===== config.mk =====
export PLATFORM = sky130hd
export DESIGN_NAME = fft_tone_tracker
export DESIGN_NICKNAME = d
export VERILOG_FILES = /design/src/rtl/fft_tone_tracker.sv
export SDC_FILE = /design/constraint.sdc
export NUM_CORES = 1
export LEC_CHECK = 0
export BUFFER_PORTS_ARGS = -buffer_cell sky130_fd_sc_hd__buf_2
export CORE_MARGIN = 3
export CORE_UTILIZATION = 55
export CTS_CLUSTER_DIAMETER = 40
export CTS_CLUSTER_SIZE = 14
export DETAILED_ROUTE_END_ITERATION = 10
export GPL_TIMING_DRIVEN = 0
export HOLD_SLACK_MARGIN = 0.05
export PLACE_DENSITY = 0.78
export SLEW_MARGIN = 10
export SYNTH_ARGS = -nofsm -noshare
export SYNTH_HDL_FRONTEND = slang
export SYNTH_SLANG_ARGS = --single-unit
export TNS_END_PERCENT = 50

===== constraint.sdc =====
create_clock -name fft_clk -period 4.9 [get_ports fft_clk]
set_clock_uncertainty 0.15 [all_clocks]
set_input_delay 0.49 -clock fft_clk [delete_from_list [all_inputs] [get_ports fft_clk]]
set_output_delay 0.49 -clock fft_clk [all_outputs]
set_load 0.02 [all_outputs]

===== src/rtl/fft_tone_tracker.sv =====
// Tracks a narrowband tone across FFT frames: per-frame in-band peak search plus a hit/miss tracker FSM.
// Optional build macro FFT_TONE_SNR_CHECK_EN adds an in-band peak-to-mean test to the hit decision.
//
// state     | meaning
// ABSENT    | no tone tracked, waiting for a first hit
// CANDIDATE | consecutive stable hits being counted toward onset
// PRESENT   | tone tracked, anchor follows the peak
// RELEASING | tone still reported, consecutive misses being counted toward offset
module fft_tone_tracker #(
    parameter int NSamples       = 256,
    parameter int W              = 33,
    parameter int K_MIN          = 20,
    parameter int K_MAX          = 100,
    parameter int PEAK_MIN       = 1000,
    parameter int CONFIRM_FRAMES = 3,
    parameter int RELEASE_FRAMES = 2,
    parameter int BIN_TOL        = 1,
    parameter int SNR_SHIFT      = 3,
    localparam int IW            = $clog2(NSamples)
) (
    input  logic          fft_clk,
    input  logic          reset,
    input  logic [W-1:0]  mag,
    input  logic          mag_valid,
    output logic          frame_valid,
    output logic [IW-1:0] tone_bin,
    output logic [W-1:0]  tone_mag,
    output logic          tone_present,
    output logic          tone_onset,
    output logic          tone_offset
);
    localparam logic [1:0] ABSENT    = 2'd0;
    localparam logic [1:0] CANDIDATE = 2'd1;
    localparam logic [1:0] PRESENT   = 2'd2;
    localparam logic [1:0] RELEASING = 2'd3;

    localparam int DW = IW + 1;
    localparam int CW = $clog2(CONFIRM_FRAMES + 1);
    localparam int RW = $clog2(RELEASE_FRAMES + 1);
    localparam logic [IW-1:0] KMIN_I = IW'(K_MIN);
    localparam logic [IW-1:0] KMAX_I = IW'(K_MAX);
    localparam logic [W-1:0]  PEAK_W = W'(PEAK_MIN);
    localparam logic [DW-1:0] TOL_D  = DW'(BIN_TOL);
    localparam logic [CW-1:0] CONF_C = CW'(CONFIRM_FRAMES);
    localparam logic [RW-1:0] REL_C  = RW'(RELEASE_FRAMES);

    logic [IW-1:0] bin_cnt, peak_idx, peak_idx_nxt, anchor;
    logic [W-1:0]  peak_mag, peak_mag_nxt;
    logic          first_bin, last_bin, in_band;
    logic [1:0]    state;
    logic [CW-1:0] conf_cnt, conf_inc;
    logic [RW-1:0] miss_cnt, miss_inc;
    logic [DW-1:0] bin_diff;
    logic          snr_ok, hit, stable;

    assign first_bin = (bin_cnt == '0);
    assign last_bin  = &bin_cnt;
    assign in_band   = (bin_cnt >= KMIN_I) && (bin_cnt <= KMAX_I);

    // Bin 0 starts a fresh search; strict compare keeps the lowest bin on ties.
    always_comb begin
        peak_mag_nxt = first_bin ? '0 : peak_mag;
        peak_idx_nxt = first_bin ? '0 : peak_idx;
        if (in_band && (mag > peak_mag_nxt)) begin
            peak_mag_nxt = mag;
            peak_idx_nxt = bin_cnt;
        end
    end

    always_ff @(posedge fft_clk or posedge reset) begin
        if (reset) begin
            bin_cnt     <= '0;
            peak_mag    <= '0;
            peak_idx    <= '0;
            frame_valid <= 1'b0;
            tone_bin    <= '0;
            tone_mag    <= '0;
        end else begin
            frame_valid <= 1'b0;
            if (mag_valid) begin
                bin_cnt  <= bin_cnt + 1'b1;
                peak_mag <= peak_mag_nxt;
                peak_idx <= peak_idx_nxt;
                if (last_bin) begin
                    frame_valid <= 1'b1;
                    tone_bin    <= peak_idx_nxt;
                    tone_mag    <= peak_mag_nxt;
                end
            end
        end
    end

`ifdef FFT_TONE_SNR_CHECK_EN
    localparam int SW = W + IW;
    localparam int PW = W + IW + SNR_SHIFT + 1;
    localparam int NB = K_MAX - K_MIN + 1;

    logic [SW-1:0] acc, acc_nxt, frame_sum;

    always_comb begin
        acc_nxt = first_bin ? '0 : acc;
        if (in_band)
            acc_nxt = acc_nxt + SW'(mag);
    end

    always_ff @(posedge fft_clk or posedge reset) begin
        if (reset) begin
            acc       <= '0;
            frame_sum <= '0;
        end else if (mag_valid) begin
            acc <= acc_nxt;
            if (last_bin)
                frame_sum <= acc_nxt;
        end
    end

    // peak * band_width >= sum << shift  is  peak >= 2^shift * mean, without a divider
    assign snr_ok = (PW'(tone_mag) * PW'(NB)) >= (PW'(frame_sum) << SNR_SHIFT);
`else
    assign snr_ok = 1'b1;
`endif

    assign hit      = (tone_mag >= PEAK_W) && snr_ok;
    assign bin_diff = (tone_bin >= anchor) ? ({1'b0, tone_bin} - {1'b0, anchor})
                                           : ({1'b0, anchor} - {1'b0, tone_bin});
    assign stable   = hit && (bin_diff <= TOL_D);
    assign conf_inc = (&conf_cnt) ? conf_cnt : conf_cnt + 1'b1;
    assign miss_inc = (&miss_cnt) ? miss_cnt : miss_cnt + 1'b1;

    assign tone_present = (state == PRESENT) || (state == RELEASING);

    always_ff @(posedge fft_clk or posedge reset) begin
        if (reset) begin
            state       <= ABSENT;
            conf_cnt    <= '0;
            miss_cnt    <= '0;
            anchor      <= '0;
            tone_onset  <= 1'b0;
            tone_offset <= 1'b0;
        end else begin
            tone_onset  <= 1'b0;
            tone_offset <= 1'b0;
            if (frame_valid) begin
                case (state)
                    ABSENT: if (hit) begin
                        anchor   <= tone_bin;
                        conf_cnt <= CW'(1);
                        if (CONFIRM_FRAMES == 1) begin
                            state      <= PRESENT;
                            tone_onset <= 1'b1;
                        end else begin
                            state <= CANDIDATE;
                        end
                    end
                    CANDIDATE: if (stable) begin
                        anchor   <= tone_bin;
                        conf_cnt <= conf_inc;
                        if (conf_inc >= CONF_C) begin
                            state      <= PRESENT;
                            tone_onset <= 1'b1;
                        end
                    end else if (hit) begin
                        anchor   <= tone_bin;
                        conf_cnt <= CW'(1);
                    end else begin
                        state    <= ABSENT;
                        conf_cnt <= '0;
                    end
                    PRESENT: if (stable) begin
                        anchor <= tone_bin;
                    end else begin
                        miss_cnt <= RW'(1);
                        if (RELEASE_FRAMES == 1) begin
                            state       <= ABSENT;
                            tone_offset <= 1'b1;
                            miss_cnt    <= '0;
                            conf_cnt    <= '0;
                        end else begin
                            state <= RELEASING;
                        end
                    end
                    default: if (stable) begin
                        state    <= PRESENT;
                        anchor   <= tone_bin;
                        miss_cnt <= '0;
                    end else begin
                        miss_cnt <= miss_inc;
                        if (miss_inc >= REL_C) begin
                            state       <= ABSENT;
                            tone_offset <= 1'b1;
                            miss_cnt    <= '0;
                            conf_cnt    <= '0;
                        end
                    end
                endcase
            end
        end
    end
endmodule


==> qor.csv, run 1 <==
stage;metric;value;unit
clock_tree;cts_tree;done;
floorplanning;dieArea;11900;sq um
detailed_routing;wire_per_inst;16.7;microns
placement;dp_hpwl;9960;microns
setup_path;path_max_fanout;10;
pwr;p_per_area;373;nW/um^2
synthesis;synth_cell_types;60;
pwr;ir_worst_vdd;0.274;mV
sta;finalSetupViolations;0;
synthesis;ys.flop_type;dfrtp_1;
sta;post-route-period-util;86.1;%
sta;slew_viol_final;0;
sta;maxSlewHeadroom;43.0;%
floorplanning;die_y;109;microns
setup_path;crit_chain;inv_1, ha_1, nand4_1, clkbuf_1, nand2_1, ha_1, a21o_1, a21o_1, a221o_1, a31oi_1, o22a_1, a31oi_1, o21ai_1, clkbuf_1, a22o_1;
clock_tree;post-cts-setup-buffers;0;
clock_tree;worst_skew_pair.late_latency;360;ps
synthesis;synth-edff-count;0;
hold_path;hold_path_depth;2;
finish;synthToLayoutAreaGrowth;13.4;%
hold_path;min_delay_worst_endpoint;peak_mag[5];
global_route;overflow;0;
detailed_routing;drtIter0Drc;267;
detailed_routing;routed_wl;13100;microns
finish;nets;734;
finish;drive_gt1_share;22.9;%
setup_path;required;5060;ps
setup_path;end_kind;flip-flop;
setup_path;rr_endpoint;peak_mag[15];
run;cap_viol_max_count;0;
pwr;p_int;1.62;mW
finish;fillers;849;
global_route;track_usage;23.8;%
finish;multi_input_area;2900;sq um
floorplanning;ios;81;
clock_tree;ctsHtreeMaxLevel;3;
finish;final_util;64.3;%
floorplanning;die_w;109;microns
run_status;status;complete, no violations;
sta;period_needed;4220;ps
global_route;grt_pass1_wl;22500;microns
synthesis;ys_async_sr_fraction;100;%
detailed_routing;dr.pass1.iters;4;
synthesis;yosysTopAreaCellShare;45.7;%
pwr;switching_share;34.8;%
synthesis;synth-warning-count;0;
pwr;switchingPower;0.863;mW
placement;postPlaceCellArea;6450;sq um
clock_tree;clockBufferDepth;2;
synthesis;synth.avg_cell_area;10.6;sq um
sta;rsz0062_at_grt;no;
setup_path;cp_top_family;compound AO/OA/AOI/OAI gates;
sta;final-hold-violation-count;0;
hold_path;hp-start;mag[5];
placement;gp_congestion;0.863;
synthesis;yosysTopAreaCell;dfrtp_1;
floorplanning;num_rows;37;
setup_path;cp.buffers_inverters;3;
synthesis;syn_area;5860;sq um
finish;finalInstanceArea;6640;sq um
clock_tree;cts_sinks;107;
floorplanning;core_area;10300;sq um
hold_path;hp-class;primary input to flip-flop;
setup_path;max_stage_delay;440;ps
finish;register_area;2680;sq um
setup_path;worst-setup-path-type;flip-flop to flip-flop;
synthesis;syn-num-nets;642;
floorplanning;start_util;56.7;%
pwr;leakage;3.38;nW
setup_path;r2r-start;bin_cnt[0];
detailed_routing;viasPerCell;5.80;
placement;numPortBuffers;79;
setup_path;crit_path_start_kind;flip-flop;
sta;setup_tns;0;ps
global_route;grt_max_degree;70;
synthesis;ys_top_cells_by_area;dfrtp_1 46%, ha_1 11%, mux2_2 6.3%, a22o_1 6.0%, nand2_1 3.9%;
finish;antenna-diode-count;0;
setup_path;reg2reg_slack;680;ps
pwr;combPwrFrac;31.1;%
clock_tree;cts_buffers;9;
detailed_routing;drcViolationCount;0;
synthesis;yosysSeqAreaShare;45.7;%
pwr;seqPwrFrac;48.4;%
clock_tree;clockRootBuffer;clkbuf_8;
pwr;power;2.48;mW
sta;fmax;237;MHz
detailed_routing;vias;4559;
pwr;clkPwrFrac;20.5;%
detailed_routing;antenna_left;0;
synthesis;synth-seq-cells;107;
setup_path;r2r_cells;15;
global_route;antenna_found_initial;0;
setup_path;cp_slowest_cell;dfrtp_1;
synthesis;syn_inst;553;
clock_tree;cts_resized;0;
clock_tree;path_clk_slew;100;ps
placement;pre_cts_ws;730;ps
sta;setup_ws;681;ps
setup_path;critPathArrivalTime;4370;ps
sta;tightest_slew;849;ps
global_route;grt_pass1_vias;4638;
==> stage by stage <==
step           instances  hold slack, ps
3_5_place_dp         769             322
6_report             786             211
3_3_place_gp         768             315
4_1_cts              786             191
5_1_grt              786             199
2_1_floorplan        553             300
==> registers in the layout (all words and copies together) (netlist names), named ones only <==
register     count
conf_cnt         2
peak_idx         8
miss_cnt         2
tone_offset      1
tone_bin         8
tone_onset       1
anchor           8
frame_valid      1
tone_mag        33
bin_cnt          8
state            1
peak_mag        33
==> cells in the final DEF, fill, tap and decap left out, types with 3 or more instances in the layout <==
cell type and count:
a22o_1 40, mux2_2 33, o21ai_0 31, xnor2_1 6, nand2b_1 3, nor2_1 19
nand2_1 61, inv_1 31, clkbuf_8 11, xor2_1 5, nor3_1 6, clkinvlp_4 3
o31ai_1 3, a21oi_1 29, buf_2 83, buf_6 3, o211ai_1 3, mux2i_1 9
buf_4 3, a21o_1 7, dfrtp_1 107, and2_1 6, nor4_1 5, o21a_1 4
nand4_1 13, ha_1 51, clkbuf_1 18, nand3_1 11, a211oi_1 4
==> worst max-delay path by stage <==
| stage | start | endpoint | slack (ps) | depth (start not counted) |
|---|---|---|---|---|
| 4_1_cts | bin_cnt[0] | peak_mag[32] | 690 | 15 |
| 3_3_place_gp | reset | tone_mag[26] | 300 | 2 |
| 2_1_floorplan | reset | asynchronous set/reset pin | 1440 | 1 |
| 6_report | bin_cnt[0] | peak_mag[15] | 680 | 15 |
| 3_5_place_dp | bin_cnt[0] | peak_mag[32] | 730 | 15 |
| 5_1_grt | bin_cnt[0] | peak_idx[6] | 370 | 15 |
==> area by class of cell <==
type / count / share of cell area (%)
Inverter: 32 / 1.88
Buffer: 29 / 2.37
Clock inverter: 5 / 0.546
Tap cell: 136 / 2.56
Timing Repair Buffer: 81 / 6.52
Clock buffer: 11 / 2.13
Sequential cell: 107 / 40.3
Multi-Input combinational cell: 385 / 43.7
==> power groups by stage <==
| stage | Clock [mW] | Combinational (mW) | Sequential, mW |
|---|---|---|---|
| floorplan | 0 | 0.593 | 1.17 |
| global placement | 0 | 0.720 | 1.20 |
| detailed placement | 0 | 0.770 | 1.21 |
| CTS | 0.523 | 0.774 | 1.20 |
| global route | 0.549 | 0.883 | 1.22 |
| finish | 0.508 | 0.772 | 1.20 |
==> logic make-up after synthesis <==
family	share of synthesized area, %
AO/OA/AOI/OAI	16.5
XOR/XNOR	1.65
adder cells (fa/ha/maj)	11.6
buffers and inverters	4.74
flip-flops	45.7
multiplexers	7.88
AND/OR/NAND/NOR	11.9
==> per-layer routing <==
layer	vias to the layer above	global-route usage, %	routed length [microns]
met5	-	0	0
met4	0	6.95	116
met3	10	4.97	675
met2	124	38.5	6510
met1	2254	32.7	5850
li1	2171	-	-
==> cell usage after synthesis (all sizes together) (4+ instances only) <==
cell and count:
nor2 20, nor4 5, and2 7, xor2 5, clkbuf 18, ha 51, buf 11, nand2 61
mux2 33, xnor2 6, a22o 40, dfrtp 107, o21ai 32, inv 32, a21oi 29, a21o 8
nor3 6, a211oi 4, mux2i 9, nand3 11, nand4 13, o21a 4
==> what timing repair did <==
action | in CTS | in global routing
hold endpoints to repair | 38 | 0
endpoints found under the setup margin | 0 | 0
hold buffers | 1 | 0
(Power assumes the default switching activity.)
==> run 2: changes to the inputs <==
--- a/config.mk
+++ b/config.mk
@@ -5,8 +5,8 @@
 export SDC_FILE = /design/constraint.sdc
 export NUM_CORES = 1
 export LEC_CHECK = 0
-export BUFFER_PORTS_ARGS = -buffer_cell sky130_fd_sc_hd__buf_2
-export CORE_MARGIN = 3
+export BUFFER_PORTS_ARGS = -buffer_cell sky130_fd_sc_hd__buf_4
+export CORE_MARGIN = 5
 export CORE_UTILIZATION = 55
 export CTS_CLUSTER_DIAMETER = 40
 export CTS_CLUSTER_SIZE = 14
==> qor.csv, run 2 (same netlist as run 1, synthesis figures left out) <==
stage;metric;value;unit
global_route;grt_max_degree;56;
placement;gp_congestion;0.889;
floorplanning;num_rows;37;
clock_tree;clockRootBuffer;clkbuf_8;
setup_path;end_kind;flip-flop;
sta;slew_viol_final;0;
detailed_routing;antenna_left;0;
sta;final-hold-violation-count;0;
clock_tree;cts_sinks;107;
clock_tree;cts_tree;done;
global_route;grt_util_met2;34.8;%
finish;most-common-layout-cells;107 x dfrtp_1, 82 x buf_4, 61 x nand2_1;
placement;numPortBuffers;79;
finish;antenna-diode-count;0;
pwr;ir_worst_vdd;0.246;mV
sta;finalSetupViolations;0;
finish;drive_gt1_share;22.8;%
setup_path;max_stage_delay;470;ps
global_route;track_usage;21.4;%
detailed_routing;drtIter0Drc;316;
finish;synthToLayoutAreaGrowth;17.7;%
setup_path;cp_slowest_cell;clkbuf_1;
floorplanning;die_w;113;microns
setup_path;crit_path_start_kind;flip-flop;
detailed_routing;wire_per_inst;17.2;microns
setup_path;crit_chain;inv_1, ha_1, nand4_1, clkbuf_1, nand2_1, ha_1, a21o_1, a21o_1, a221o_1, a31oi_1, o22a_1, a31oi_1, o21ai_1, clkbuf_1, a22o_1;
finish;multi_input_area;2900;sq um
floorplanning;dieArea;12800;sq um
sta;post-route-period-util;86.5;%
finish;nets;734;
sta;period_needed;4240;ps
clock_tree;ctsHtreeMaxLevel;3;
sta;hold_slack;190;ps
detailed_routing;drcViolationCount;0;
pwr;p_per_area;379;nW/um^2
sta;fmax;236;MHz
placement;dp_hpwl;10200;microns
floorplanning;ios;81;
clock_tree;clockBufferDepth;2;
global_route;grt_pass1_wl;22400;microns
finish;finalInstanceArea;6890;sq um
hold_path;hp-class;primary input to flip-flop;
finish;register_area;2680;sq um
detailed_routing;vias;4611;
setup_path;reg2reg_slack;660;ps
floorplanning;die_y;113;microns
finish;top_regs;peak_mag x33, tone_mag x33;
global_route;grt.met1_usage;28.9;%
sta;setup_tns;0;ps
floorplanning;core_area;10400;sq um
clock_tree;cts_buffers;9;
detailed_routing;viasPerCell;5.87;
setup_path;worst-setup-path-type;flip-flop to flip-flop;
global_route;grt_busiest_layer;met2;
run;cap_viol_max_count;0;
detailed_routing;routed_wl;13500;microns
global_route;grt_pass1_vias;4694;
run_status;status;complete, no violations;
pwr;leakage;3.45;nW
finish;fillers;800;
global_route;antenna_found_initial;0;
clock_tree;post-cts-setup-buffers;0;
setup_path;required;5060;ps
finish;final_common_cell;dfrtp_1;
setup_path;path_max_fanout;10;
setup_path;critPathArrivalTime;4400;ps
sta;tightest_slew;789;ps
detailed_routing;dr.pass1.iters;4;
sta;maxSlewHeadroom;47.0;%
global_route;overflow;0;
placement;postPlaceCellArea;6650;sq um
clock_tree;worst_skew_pair.late_latency;380;ps
sta;rsz0062_at_grt;no;
clock_tree;path_clk_slew;90;ps
floorplanning;start_util;56.5;%
global_route;grt_use_met3;4.06;%
==> run 2: cell types whose count changed in the layout (fill, tap and decap cells not counted) <==
cell	change
buf_2	-79
buf_4	+79
clkbuf_8	-1
bufinv_16	+3
inv_6	-1
clkinvlp_4	-2
==> run 2: path summary, 6_finish.rpt <==
check	to	start	depth (start not counted)
setup / recovery	peak_mag[24]	bin_cnt[0]	15
hold / removal	peak_mag[5]	mag[5]	2
setup reg to reg	peak_mag[24]	bin_cnt[0]	15
hold reg to reg	tone_bin[4]	peak_idx[4]	2
max in group asynchronous	peak_mag[29]	reset	4
min in group asynchronous	miss_cnt[1]	reset	3
==> run 2: repair_timing <==
item / in CTS / in global routing
hold buffers: 1 / 0
gates resized for setup: 0 / 0
hold endpoints to repair: 52 / 0
==> run 2: per-layer routing <==
layer	wire, microns	share of wire (%)	vias to the layer above
li1	-	-	2178
met1	6040	45	2250
met2	6350	47	156
met3	831	6.2	27
met4	285	2.1	0
met5	0	0	-
==> run 2: worst max-delay path, delay by kind of cell (launching register included) <==
kind	cells	cell delay, ps
AOI/OAI and AO/OA	8	1710
DFF	1	430
adders and majority gates	2	520
buffers and inverters	3	970
and+or+nand+nor	2	380
==> run 2: area by class of cell <==
cell class | instances | area share (%)
inverters | 32 | 1.82
flip-flops and latches | 107 | 38.9
well taps | 136 | 2.47
clock buffers | 10 | 1.85
repair buffers | 81 | 9.15
clock inverters | 5 | 1.49
plain buffers | 29 | 2.29
multi-input cells | 385 | 42.1
==> run 2: through the flow <==
stage          setup slack (ps)  instances  utilization (%)  total power [mW]
2_1_floorplan              1440        553                -              1.76
3_3_place_gp                262        768             63.8              1.93
3_5_place_dp                744        769             64.1              1.98
4_1_cts                     731        785             66.5              2.62
5_1_grt                     379        785             66.5              2.79
6_report                    661        785             66.5              2.61
==> run 2: power breakdown <==
group | switching, mW | internal (mW) | total [mW]
clock network | 0.297 | 0.336 | 0.633
logic | 0.409 | 0.373 | 0.782
registers | 0.149 | 1.05 | 1.20
total | 0.855 | 1.76 | 2.61
